===== config.mk =====
export PLATFORM = sky130hd
export DESIGN_NAME = uart_rx_sampler
export DESIGN_NICKNAME = d
export VERILOG_FILES = /design/src/rtl/uart_rx_sampler.sv
export SDC_FILE = /design/constraint.sdc
export NUM_CORES = 1
export LEC_CHECK = 0
export CAP_MARGIN = 40
export CORE_MARGIN = 5
export CORE_UTILIZATION = 40
export DETAILED_ROUTE_END_ITERATION = 6
export PLACE_DENSITY_LB_ADDON = 0.12
export SYNTH_ARGS = -nofsm -noshare
export SYNTH_HDL_FRONTEND = slang
export SYNTH_SLANG_ARGS = --single-unit

===== constraint.sdc =====
create_clock -name clk -period 5.5 [get_ports clk]
set_clock_uncertainty 0.2 [all_clocks]
set_input_delay 1.1 -clock clk [delete_from_list [all_inputs] [get_ports clk]]
set_output_delay 1.1 -clock clk [all_outputs]
set_load 0.03 [all_outputs]

===== src/rtl/uart_rx_sampler.sv =====
// Oversampling UART receiver driven by an external tick_en strobe; frames are start + DATA_BITS + stop.
// Define UART_RX_SAMPLER_PARITY_EN to add one even-parity bit between the data bits and the stop bit.
module uart_rx_sampler #(
    parameter int OVERSAMPLE = 16,
    parameter int DATA_BITS  = 8
) (
    input  logic                 clk,
    input  logic                 reset,
    input  logic                 tick_en,
    input  logic                 rxd,
    output logic [DATA_BITS-1:0] data_out,
    output logic                 data_valid,
    output logic                 frame_err,
    output logic                 parity_err,
    output logic                 busy
);

    localparam int TW = $clog2(OVERSAMPLE);
    localparam int BW = $clog2(DATA_BITS);
    localparam logic [TW-1:0] TICK_LAST = TW'(OVERSAMPLE - 1);
    localparam logic [TW-1:0] HALF_LAST = TW'(OVERSAMPLE / 2 - 1);
    localparam logic [BW-1:0] BIT_LAST  = BW'(DATA_BITS - 1);

    typedef enum logic [2:0] {
        S_IDLE      = 3'd0,
        S_START     = 3'd1,
        S_DATA      = 3'd2,
`ifdef UART_RX_SAMPLER_PARITY_EN
        S_PARITY    = 3'd3,
`endif
        S_STOP      = 3'd4,
        S_WAIT_HIGH = 3'd5
    } state_t;

    state_t                 state, state_next;
    logic [TW-1:0]          tick_cnt, tick_next;
    logic [BW-1:0]          bit_cnt, bit_next;
    logic [DATA_BITS-1:0]   shift, shift_next;
    logic [DATA_BITS-1:0]   data_next;
    logic                   valid_next, ferr_next;
    logic                   rxd_meta, rxd_sync;

    // NOTE: the synchroniser resets to the idle line level so release of reset never looks like a start bit.
    always_ff @(posedge clk or posedge reset) begin
        if (reset) begin
            rxd_meta <= 1'b1;
            rxd_sync <= 1'b1;
        end else begin
            rxd_meta <= rxd;
            rxd_sync <= rxd_meta;
        end
    end

`ifdef UART_RX_SAMPLER_PARITY_EN
    logic parity_bad, pbad_next, perr_next;
`endif

    // NOTE: every combinational output is defaulted first, so no path through the case can infer a latch.
    always_comb begin
        state_next = state;
        tick_next  = tick_cnt;
        bit_next   = bit_cnt;
        shift_next = shift;
        data_next  = data_out;
        valid_next = 1'b0;
        ferr_next  = 1'b0;
`ifdef UART_RX_SAMPLER_PARITY_EN
        pbad_next  = parity_bad;
        perr_next  = 1'b0;
`endif
        if (tick_en) begin
            case (state)
                S_IDLE: begin
                    if (!rxd_sync) begin
                        state_next = S_START;
                        tick_next  = '0;
                    end
                end
                S_START: begin
                    if (tick_cnt == HALF_LAST) begin
                        tick_next  = '0;
                        bit_next   = '0;
                        state_next = rxd_sync ? S_IDLE : S_DATA;
                    end else begin
                        tick_next = tick_cnt + TW'(1);
                    end
                end
                S_DATA: begin
                    if (tick_cnt == TICK_LAST) begin
                        tick_next  = '0;
                        shift_next = {rxd_sync, shift[DATA_BITS-1:1]};
                        if (bit_cnt == BIT_LAST) begin
                            bit_next = '0;
`ifdef UART_RX_SAMPLER_PARITY_EN
                            state_next = S_PARITY;
`else
                            state_next = S_STOP;
`endif
                        end else begin
                            bit_next = bit_cnt + BW'(1);
                        end
                    end else begin
                        tick_next = tick_cnt + TW'(1);
                    end
                end
`ifdef UART_RX_SAMPLER_PARITY_EN
                S_PARITY: begin
                    if (tick_cnt == TICK_LAST) begin
                        tick_next  = '0;
                        pbad_next  = rxd_sync ^ (^shift);
                        state_next = S_STOP;
                    end else begin
                        tick_next = tick_cnt + TW'(1);
                    end
                end
`endif
                S_STOP: begin
                    if (tick_cnt == TICK_LAST) begin
                        tick_next = '0;
                        if (rxd_sync) begin
                            state_next = S_IDLE;
`ifdef UART_RX_SAMPLER_PARITY_EN
                            if (parity_bad) begin
                                perr_next = 1'b1;
                            end else begin
                                data_next  = shift;
                                valid_next = 1'b1;
                            end
`else
                            data_next  = shift;
                            valid_next = 1'b1;
`endif
                        end else begin
                            // A low stop bit may be a break; hold off until the line recovers.
                            state_next = S_WAIT_HIGH;
                            ferr_next  = 1'b1;
`ifdef UART_RX_SAMPLER_PARITY_EN
                            perr_next  = parity_bad;
`endif
                        end
                    end else begin
                        tick_next = tick_cnt + TW'(1);
                    end
                end
                S_WAIT_HIGH: begin
                    if (rxd_sync) begin
                        state_next = S_IDLE;
                    end
                end
                default: state_next = S_IDLE;
            endcase
        end
    end

    always_ff @(posedge clk or posedge reset) begin
        if (reset) begin
            state      <= S_IDLE;
            tick_cnt   <= '0;
            bit_cnt    <= '0;
            shift      <= '0;
            data_out   <= '0;
            data_valid <= 1'b0;
            frame_err  <= 1'b0;
        end else begin
            state      <= state_next;
            tick_cnt   <= tick_next;
            bit_cnt    <= bit_next;
            shift      <= shift_next;
            data_out   <= data_next;
            data_valid <= valid_next;
            frame_err  <= ferr_next;
        end
    end

`ifdef UART_RX_SAMPLER_PARITY_EN
    always_ff @(posedge clk or posedge reset) begin
        if (reset) begin
            parity_bad <= 1'b0;
            parity_err <= 1'b0;
        end else begin
            parity_bad <= pbad_next;
            parity_err <= perr_next;
        end
    end
`else
    assign parity_err = 1'b0;
`endif

    assign busy = (state != S_IDLE);

endmodule


### Yosys cells after proc, flatten, opt, wreduce, memory -nomap -nowiden

Index checks and enable logic that the tools add are counted.

* $add $sub $neg: 2
* eq/ne operators: 13
* muxes and demuxes: 25
* reductions and logical operators: 10

Operators with widths (number)
* two-way mux 3 bit: 10
* case mux 3 bit (5 select lines): 1
* two-way mux 4 bit: 3
* != test 2 bit, second input constant: 6
* case mux 4 bit (3 select lines): 1
* == test 3 bit, second input constant: 3
* two-way mux 1 bit: 8
* AND reduction 4 bit: 2
* AND reduction 7 bit: 1
* case mux 3 bit (2 select lines): 1
* AND reduction 3 bit: 2
* nonzero test 3 bit: 2
* adder 4 x 1 -> 4 bit, second input constant: 1
* == test 4 x 3 -> 1 bit, second input constant: 1
* == test 4 bit, second input constant: 1
* adder 3 x 1 -> 3 bit, second input constant: 1
* == test 3 x 1 -> 1 bit, second input constant: 1
* == test 3 x 2 -> 1 bit, second input constant: 1
* logical NOT 3 bit: 1
* two-way mux 2 bit: 1
* nonzero test 2 bit: 1
* OR reduction 2 bit: 1

* bits in registers: 30
* bits of input ports: 4
* output and inout port bits: 12
* logic and storage cells: 59

### Depth between registers and ports, before layout

Gate-level depths: netlist of the first run.

* depth in word-level cells: 4
* gate-level depth with buffers: 7
* depth with buffers taken out: 7

### Worst setup path after synthesis of the first run

No wires, ideal clock.

* kind: reg-to-output
* start point: reg state[0]
* end point: out busy
* arrival: 1.171 ns
* data required time: 4.200 ns
* slack: 3.029 ns
* cell stages (with the launch flop): 4
* buffers on the path: 2
* path through: dfrtp_1 -> buf_6 -> clkbuf_1 -> or3_1

* word-level cells in the longest chain between the ends: 1

RTL lines
* start: declaration: line 35 `state_t state, state_next;`
* start signal: assignment: line 165 `state <= state_next;`
* nonzero test 3 bit: line 189 `assign busy = (state != S_IDLE);`
* end: declaration: line 15 `output logic busy`

Every way passes these cells.

### Worst setup path in the final report of the first run

Ends and elaborated chain as after synthesis.

==> results.sh, run 1 <==
export IMPL_drive_gt1_frac=0.158
export IMPL_grt_pass1_wl_mm=4.44
export IMPL_finalPower_uw=616
export IMPL_peakVddDrop_mv=0.165
export IMPL_dpl_hpwl_mm=1.89
export IMPL_die_h_um=69.4
export IMPL_antenna_cells=0
export IMPL_final_cells=198
export IMPL_drtPass1Iterations=4
export IMPL_yosys_warnings=0
export IMPL_nets=158
export IMPL_wl_per_cell_um=13.3
export IMPL_status="complete, no violations"
export IMPL_slew_limit_headroom=0.511
export IMPL_synth_top_cell_area_share=0.496
export IMPL_clk_pin_slew_ns=0.09
export IMPL_critPathCaptureType="output port"
export IMPL_cp_start_kind="register"
export IMPL_numPortBuffers=14
export IMPL_hp_class="reg -> reg"
export IMPL_vias_per_cell=4.98
export IMPL_fillers=325
export IMPL_p_sw_uw=225
export IMPL_pre_cts_ws_ns=1.98
export IMPL_grt_ovfl_total=0
export IMPL_initial_utilization=0.416
export IMPL_synth_cell_area_um2=1410
export IMPL_cts_tree="built"
export IMPL_chipWidth_um=69.4
export IMPL_synth_nets=143
export IMPL_grtUsageTotal=0.116
export IMPL_yosysTopAreaCell="dfrtp_1"
export IMPL_cts_root_buffer="clkbuf_4"
export IMPL_wl_mm=2.64
export IMPL_maxCapViolCount=0
export IMPL_ios=16
export IMPL_p_int_uw=391
export IMPL_setup_ws_ns=2.30
export IMPL_clock_latency_ns=0.32
export IMPL_synthToLayoutAreaGrowth_pct=16.1
export IMPL_seqPwrFrac=0.486
export IMPL_async_flop_share=1.00
export IMPL_core_um2=3390
export IMPL_seq_area_frac_synth=0.534
export IMPL_rsz0062_at_grt="no"
export IMPL_clkPwrFrac=0.222
export IMPL_worstPathArrival_ns=1.90
export IMPL_worst_pin_slew_ns=0.731
export IMPL_hold_violations=0
export IMPL_p_sw_frac=0.365
export IMPL_htreeDepth=2
export IMPL_cts_hold_buf=0
export IMPL_finalHoldWorstSlack_ns=0.158
export IMPL_gp_congestion=0.737
export IMPL_synth_area_leaders="dfrtp_1 50%, nand2_1 8.2%, mux2_2 6.4%"
export IMPL_vias=987
export IMPL_p_leak_uw=0.000806
export IMPL_grt_max_degree=19
export IMPL_synthFlopType="dfrtp_1"
export IMPL_cts_made_buffers=5
export IMPL_antenna_found_initial=0
export IMPL_pwr_share_comb=0.292
export IMPL_crit_required_ns=4.20
export IMPL_finalCritPeriodShare=0.582
export IMPL_post_cts_buffers=0
export IMPL_synth_cells=136
export IMPL_final_setup_viol_count=0
export IMPL_dpl_cell_count=190
export IMPL_synth_edf_count=0
export IMPL_slew_viol_final=0
export IMPL_ys_ff_latch=30
export IMPL_cp_max_fo=18
export IMPL_syn_avg_cell_area_um2=10.4
export IMPL_drc=0
export IMPL_drt_iter0_markers=45
export IMPL_fmax_mhz=312
export IMPL_clockBufferDepth=2
export IMPL_yosysUniqueCellTypes=40
export IMPL_critPathKind="reg -> out"
export IMPL_first_global_vias=980
export IMPL_cts_repair_resize_count=0
export IMPL_rows=21
export IMPL_ant_nets=0
export IMPL_power_density_nw_per_um2=376
export IMPL_die_area_um2=4820
export IMPL_cts_num_sinks=30
export IMPL_tns_ns=0
export IMPL_period_needed_ns=3.20
-- layout make-up --
class / instances / area, µm² / area share
sequential: 30 / 753 / 0.460
multi-input combinational: 96 / 602 / 0.367
timing repair buffer: 15 / 155 / 0.0947
tap: 46 / 57.6 / 0.0351
clock buffer: 7 / 55.1 / 0.0336
inverter: 3 / 11.3 / 0.00687
clock inverter: 1 / 5.00 / 0.00305
-- Yosys cell counts (all sizes together), types with 2 or more instances --
cell type and number:
a21o 2, a21oi 5, a22o 2, a31oi 2, buf 6, dfrtp 28, dfstp 2, ha 3
inv 3, mux2 8, nand2 31, nand2b 2, nand3 3, nand4 2, nor2 7, nor2b 3
nor3 3, o21ai 5, o22ai 2, or2 3, or3 2
-- cells by family after synthesis --
group                    share of synthesized area
other                                      0.00266
adder cells (fa/ha/maj)                     0.0266
multiplexers                                0.0638
buffers and inverters                       0.0399
AO/OA/AOI/OAI                                0.121
flip-flops                                   0.534
AND/OR/NAND/NOR                              0.213
-- path summary, 6_finish.rpt --
path                             start     endpoint  slack [ns]  cells past startpoint
max                           state[0]         busy        2.30                      2
min                           rxd_meta     rxd_sync        0.16                      0
max reg2reg                tick_cnt[0]   bit_cnt[2]        3.03                      6
min reg2reg                   rxd_meta     rxd_sync        0.16                      0
max in group asynchronous        reset     rxd_meta        3.52                      3
min in group asynchronous        reset  tick_cnt[3]        0.96                      2
-- worst max-delay path, stage by stage, from the launching register on --
cell and delay, ns:
dfrtp_1 0.56, or3_1 0.43, clkdlybuf4s50_1 0.60
-- metrics by stage --
| step | util | instance area, µm² |
|---|---|---|
| 2_1_floorplan | - | 1410 |
| 3_3_place_gp | 0.461 | 1560 |
| 3_5_place_dp | 0.466 | 1580 |
| 4_1_cts | 0.484 | 1640 |
| 5_1_grt | 0.484 | 1640 |
| 6_report | 0.484 | 1640 |
-- registers in the layout, indices dropped and copies added (netlist names) --
register and cells:
rxd_sync 1, bit_cnt 3, tick_cnt 4, shift 8, data_valid 1, state 3
data_out 8, rxd_meta 1, frame_err 1
-- cell usage in the layout (no fill, tap or decap), drive strengths merged, types with 2 or more instances in the layout --
master / synthesis / layout
o22ai: 2 / 2
nor3: 3 / 3
o21ai: 5 / 5
dfstp: 2 / 2
ha: 3 / 3
a21o: 2 / 2
nand3: 3 / 3
nor2b: 3 / 3
dfrtp: 28 / 28
inv: 3 / 3
mux2: 8 / 8
nand4: 2 / 2
a22o: 2 / 2
a31oi: 2 / 2
clkdlybuf4s50: 0 / 14
nor2: 7 / 7
clkbuf: 1 / 7
nand2: 31 / 31
a21oi: 5 / 5
or2: 3 / 3
nand2b: 2 / 2
or3: 2 / 2
-- routing by layer --
layer / vias to the layer above / wire length [µm] / GRT usage
li1: 495 / - / -
met1: 473 / 1250 / 0.140
met2: 14 / 1250 / 0.183
met3: 5 / 94 / 0.0464
met4: 0 / 44 / 0.0456
met5: - / 0 / 0
-- power groups by stage --
stage / Clock [µW] / Combinational (µW) / Sequential (µW)
global route: 151 / 203 / 307
finish: 137 / 180 / 300
floorplan: 0 / 180 / 271
global placement: 0 / 176 / 303
CTS: 141 / 182 / 299
detailed placement: 0 / 182 / 304
(Power assumes the default switching activity.)
==> run 2: changes to the inputs <==
==> constraint.sdc (replaced) <==
create_clock -name clk -period 3.21 [get_ports clk]
set_clock_uncertainty 0.2 [all_clocks]
set_input_delay 0.642 -clock clk [delete_from_list [all_inputs] [get_ports clk]]
set_output_delay 0.642 -clock clk [all_outputs]
set_load 0.03 [all_outputs]
==> run 2 against run 1 <==
Against the previous run:
- design area grew 1.3%
- sequential power grew 70%
- via count shrank 0.81%
- sequential share of layout area shrank 0.59 points
- critical endpoint unchanged
- count of clock-buffer cells in the layout shrank 1
- die area is the same
- register-to-register slack lost 1.8 ns
- total power grew 83%
==> results.sh, run 2 (synthesis gave the netlist of run 1 again) <==
export IMPL_rsz0062_at_grt="no"
export IMPL_post_cts_buffers=0
export IMPL_cts_tree="built"
export IMPL_rr_worst_depth=6
export IMPL_p_sw_frac=0.338
export IMPL_r2r_slack_ns=1.25
export IMPL_dpl_hpwl_mm=1.75
export IMPL_ios=16
export IMPL_numPortBuffers=14
export IMPL_wl_mm=2.65
export IMPL_tns_ns=0
export IMPL_hp_class="reg -> reg"
export IMPL_power_density_nw_per_um2=677
export IMPL_die_area_um2=4820
export IMPL_finalCritPeriodShare=0.857
export IMPL_seqPwrFrac=0.453
export IMPL_antenna_found_initial=0
export IMPL_cts_num_sinks=30
export IMPL_r2r_start="tick_cnt[0]"
export IMPL_grt_pass1_wl_mm=4.59
export IMPL_clk_pin_slew_ns=0.09
export IMPL_pre_cts_ws_ns=0.675
export IMPL_reg2reg_to="state[2]"
export IMPL_dpl_cell_count=191
export IMPL_stdcell_area_um2=1660
export IMPL_clock_latency_ns=0.33
export IMPL_nets=159
export IMPL_cts_made_buffers=5
export IMPL_hold_end="rxd_sync"
export IMPL_drtPass1Iterations=4
export IMPL_final_setup_viol_count=0
export IMPL_p_int_uw=745
export IMPL_ant_nets=0
export IMPL_peakVddDrop_mv=0.268
export IMPL_slew_viol_final=0
export IMPL_synthToLayoutAreaGrowth_pct=17.6
export IMPL_pwr_share_comb=0.272
export IMPL_vias=979
export IMPL_final_cells=198
export IMPL_placed_area_um2=1580
export IMPL_fmax_mhz=364
export IMPL_p_sw_uw=380
export IMPL_finalPower_uw=1120
export IMPL_status="complete, no violations"
export IMPL_clockBufferDepth=2
export IMPL_drc=0
export IMPL_worstPathCellList="or3_1 -> clkdlybuf4s50_1"
export IMPL_rows=21
export IMPL_grt_max_degree=31
export IMPL_grt_ovfl_total=0
export IMPL_p_leak_uw=0.000818
export IMPL_gp_congestion=0.764
export IMPL_cts_repair_resize_count=0
export IMPL_wl_per_cell_um=13.4
export IMPL_initial_utilization=0.416
export IMPL_clkPwrFrac=0.274
export IMPL_top_regs="data_out: 8 flops, shift: 8 flops, tick_cnt: 4 flops"
export IMPL_cp_max_fo=18
export IMPL_maxCapViolCount=0
export IMPL_hold_violations=0
export IMPL_vias_per_cell=4.94
export IMPL_worstPathArrival_ns=1.91
export IMPL_min_from="rxd_meta"
export IMPL_crit_required_ns=2.37
export IMPL_die_h_um=69.4
export IMPL_critPathCaptureType="output port"
export IMPL_critPathKind="reg -> out"
export IMPL_antenna_cells=0
export IMPL_drive_gt1_frac=0.164
export IMPL_grtUsageTotal=0.121
export IMPL_cts_root_buffer="clkbuf_4"
export IMPL_core_um2=3390
export IMPL_cp_start_kind="register"
export IMPL_cts_hold_buf=0
export IMPL_max_stage_delay_ns=0.59
export IMPL_period_needed_ns=2.75
export IMPL_final_cell_mix="31 x nand2_1, 28 x dfrtp_1, 14 x clkdlybuf4s50_1"
export IMPL_final_common_cell="nand2_1"
export IMPL_drt_iter0_markers=64
export IMPL_htreeDepth=2
export IMPL_chipWidth_um=69.4
export IMPL_fillers=300
export IMPL_cpMaxStageDelayCell="clkdlybuf4s50_1"
export IMPL_setup_ws_ns=0.460
export IMPL_holdPathStages=0
export IMPL_first_global_vias=971
-- run 2: cell count changes in the layout (fill, tap and decap cells not counted), sizes merged --
cell	change
buf	+1
bufinv	+1
clkbuf	-1
clkinv	-1
-- run 2: final cells by class --
class	count	area, µm²	share of cell area
flip-flops and latches	30	753	0.454
multi-input cells	96	602	0.362
repair buffers	16	155	0.0934
well taps	46	57.6	0.0347
clock buffers	6	51.3	0.0309
clock inverters	1	30.0	0.0181
inverters	3	11.3	0.00678
-- run 2: worst max path at each step --
| stage | startpoint | end | cells past startpoint |
|---|---|---|---|
| final | state[0] | busy | 2 |
| after global routing | state[0] | busy | 2 |
| after CTS | state[0] | busy | 2 |
| after detailed placement | tick_en | bit_cnt[1] | 6 |
| after global placement | tick_en | bit_cnt[1] | 6 |
| after floorplan | state[0] | busy | 3 |
-- run 2: power groups by stage --
stage | clock, µW | combinational (µW) | sequential, µW
final | 309 | 306 | 510
after global routing | 342 | 342 | 529
after CTS | 321 | 311 | 511
after detailed placement | 0 | 310 | 519
after global placement | 0 | 304 | 518
after floorplan | 0 | 309 | 464
-- run 2: through the flow --
stage / hold slack [ns] / utilization
floorplan: 0.145 / -
finish: 0.160 / 0.490
CTS: 0.161 / 0.490
global route: 0.169 / 0.490
detailed placement: 0.148 / 0.466
global placement: 0.147 / 0.466
-- run 2: worst max-delay path: cells and delay by family (launching register included) --
family        cells  cell delay [ns]
buf+inv           1             0.59
flops             1             0.56
simple gates      1             0.43
-- run 2: metal layers --
metal | share of wire | track usage
met5 | 0 | 0
met2 | 0.46 | 0.180
met4 | 0.018 | 0.0521
met1 | 0.48 | 0.155
met3 | 0.044 | 0.0478
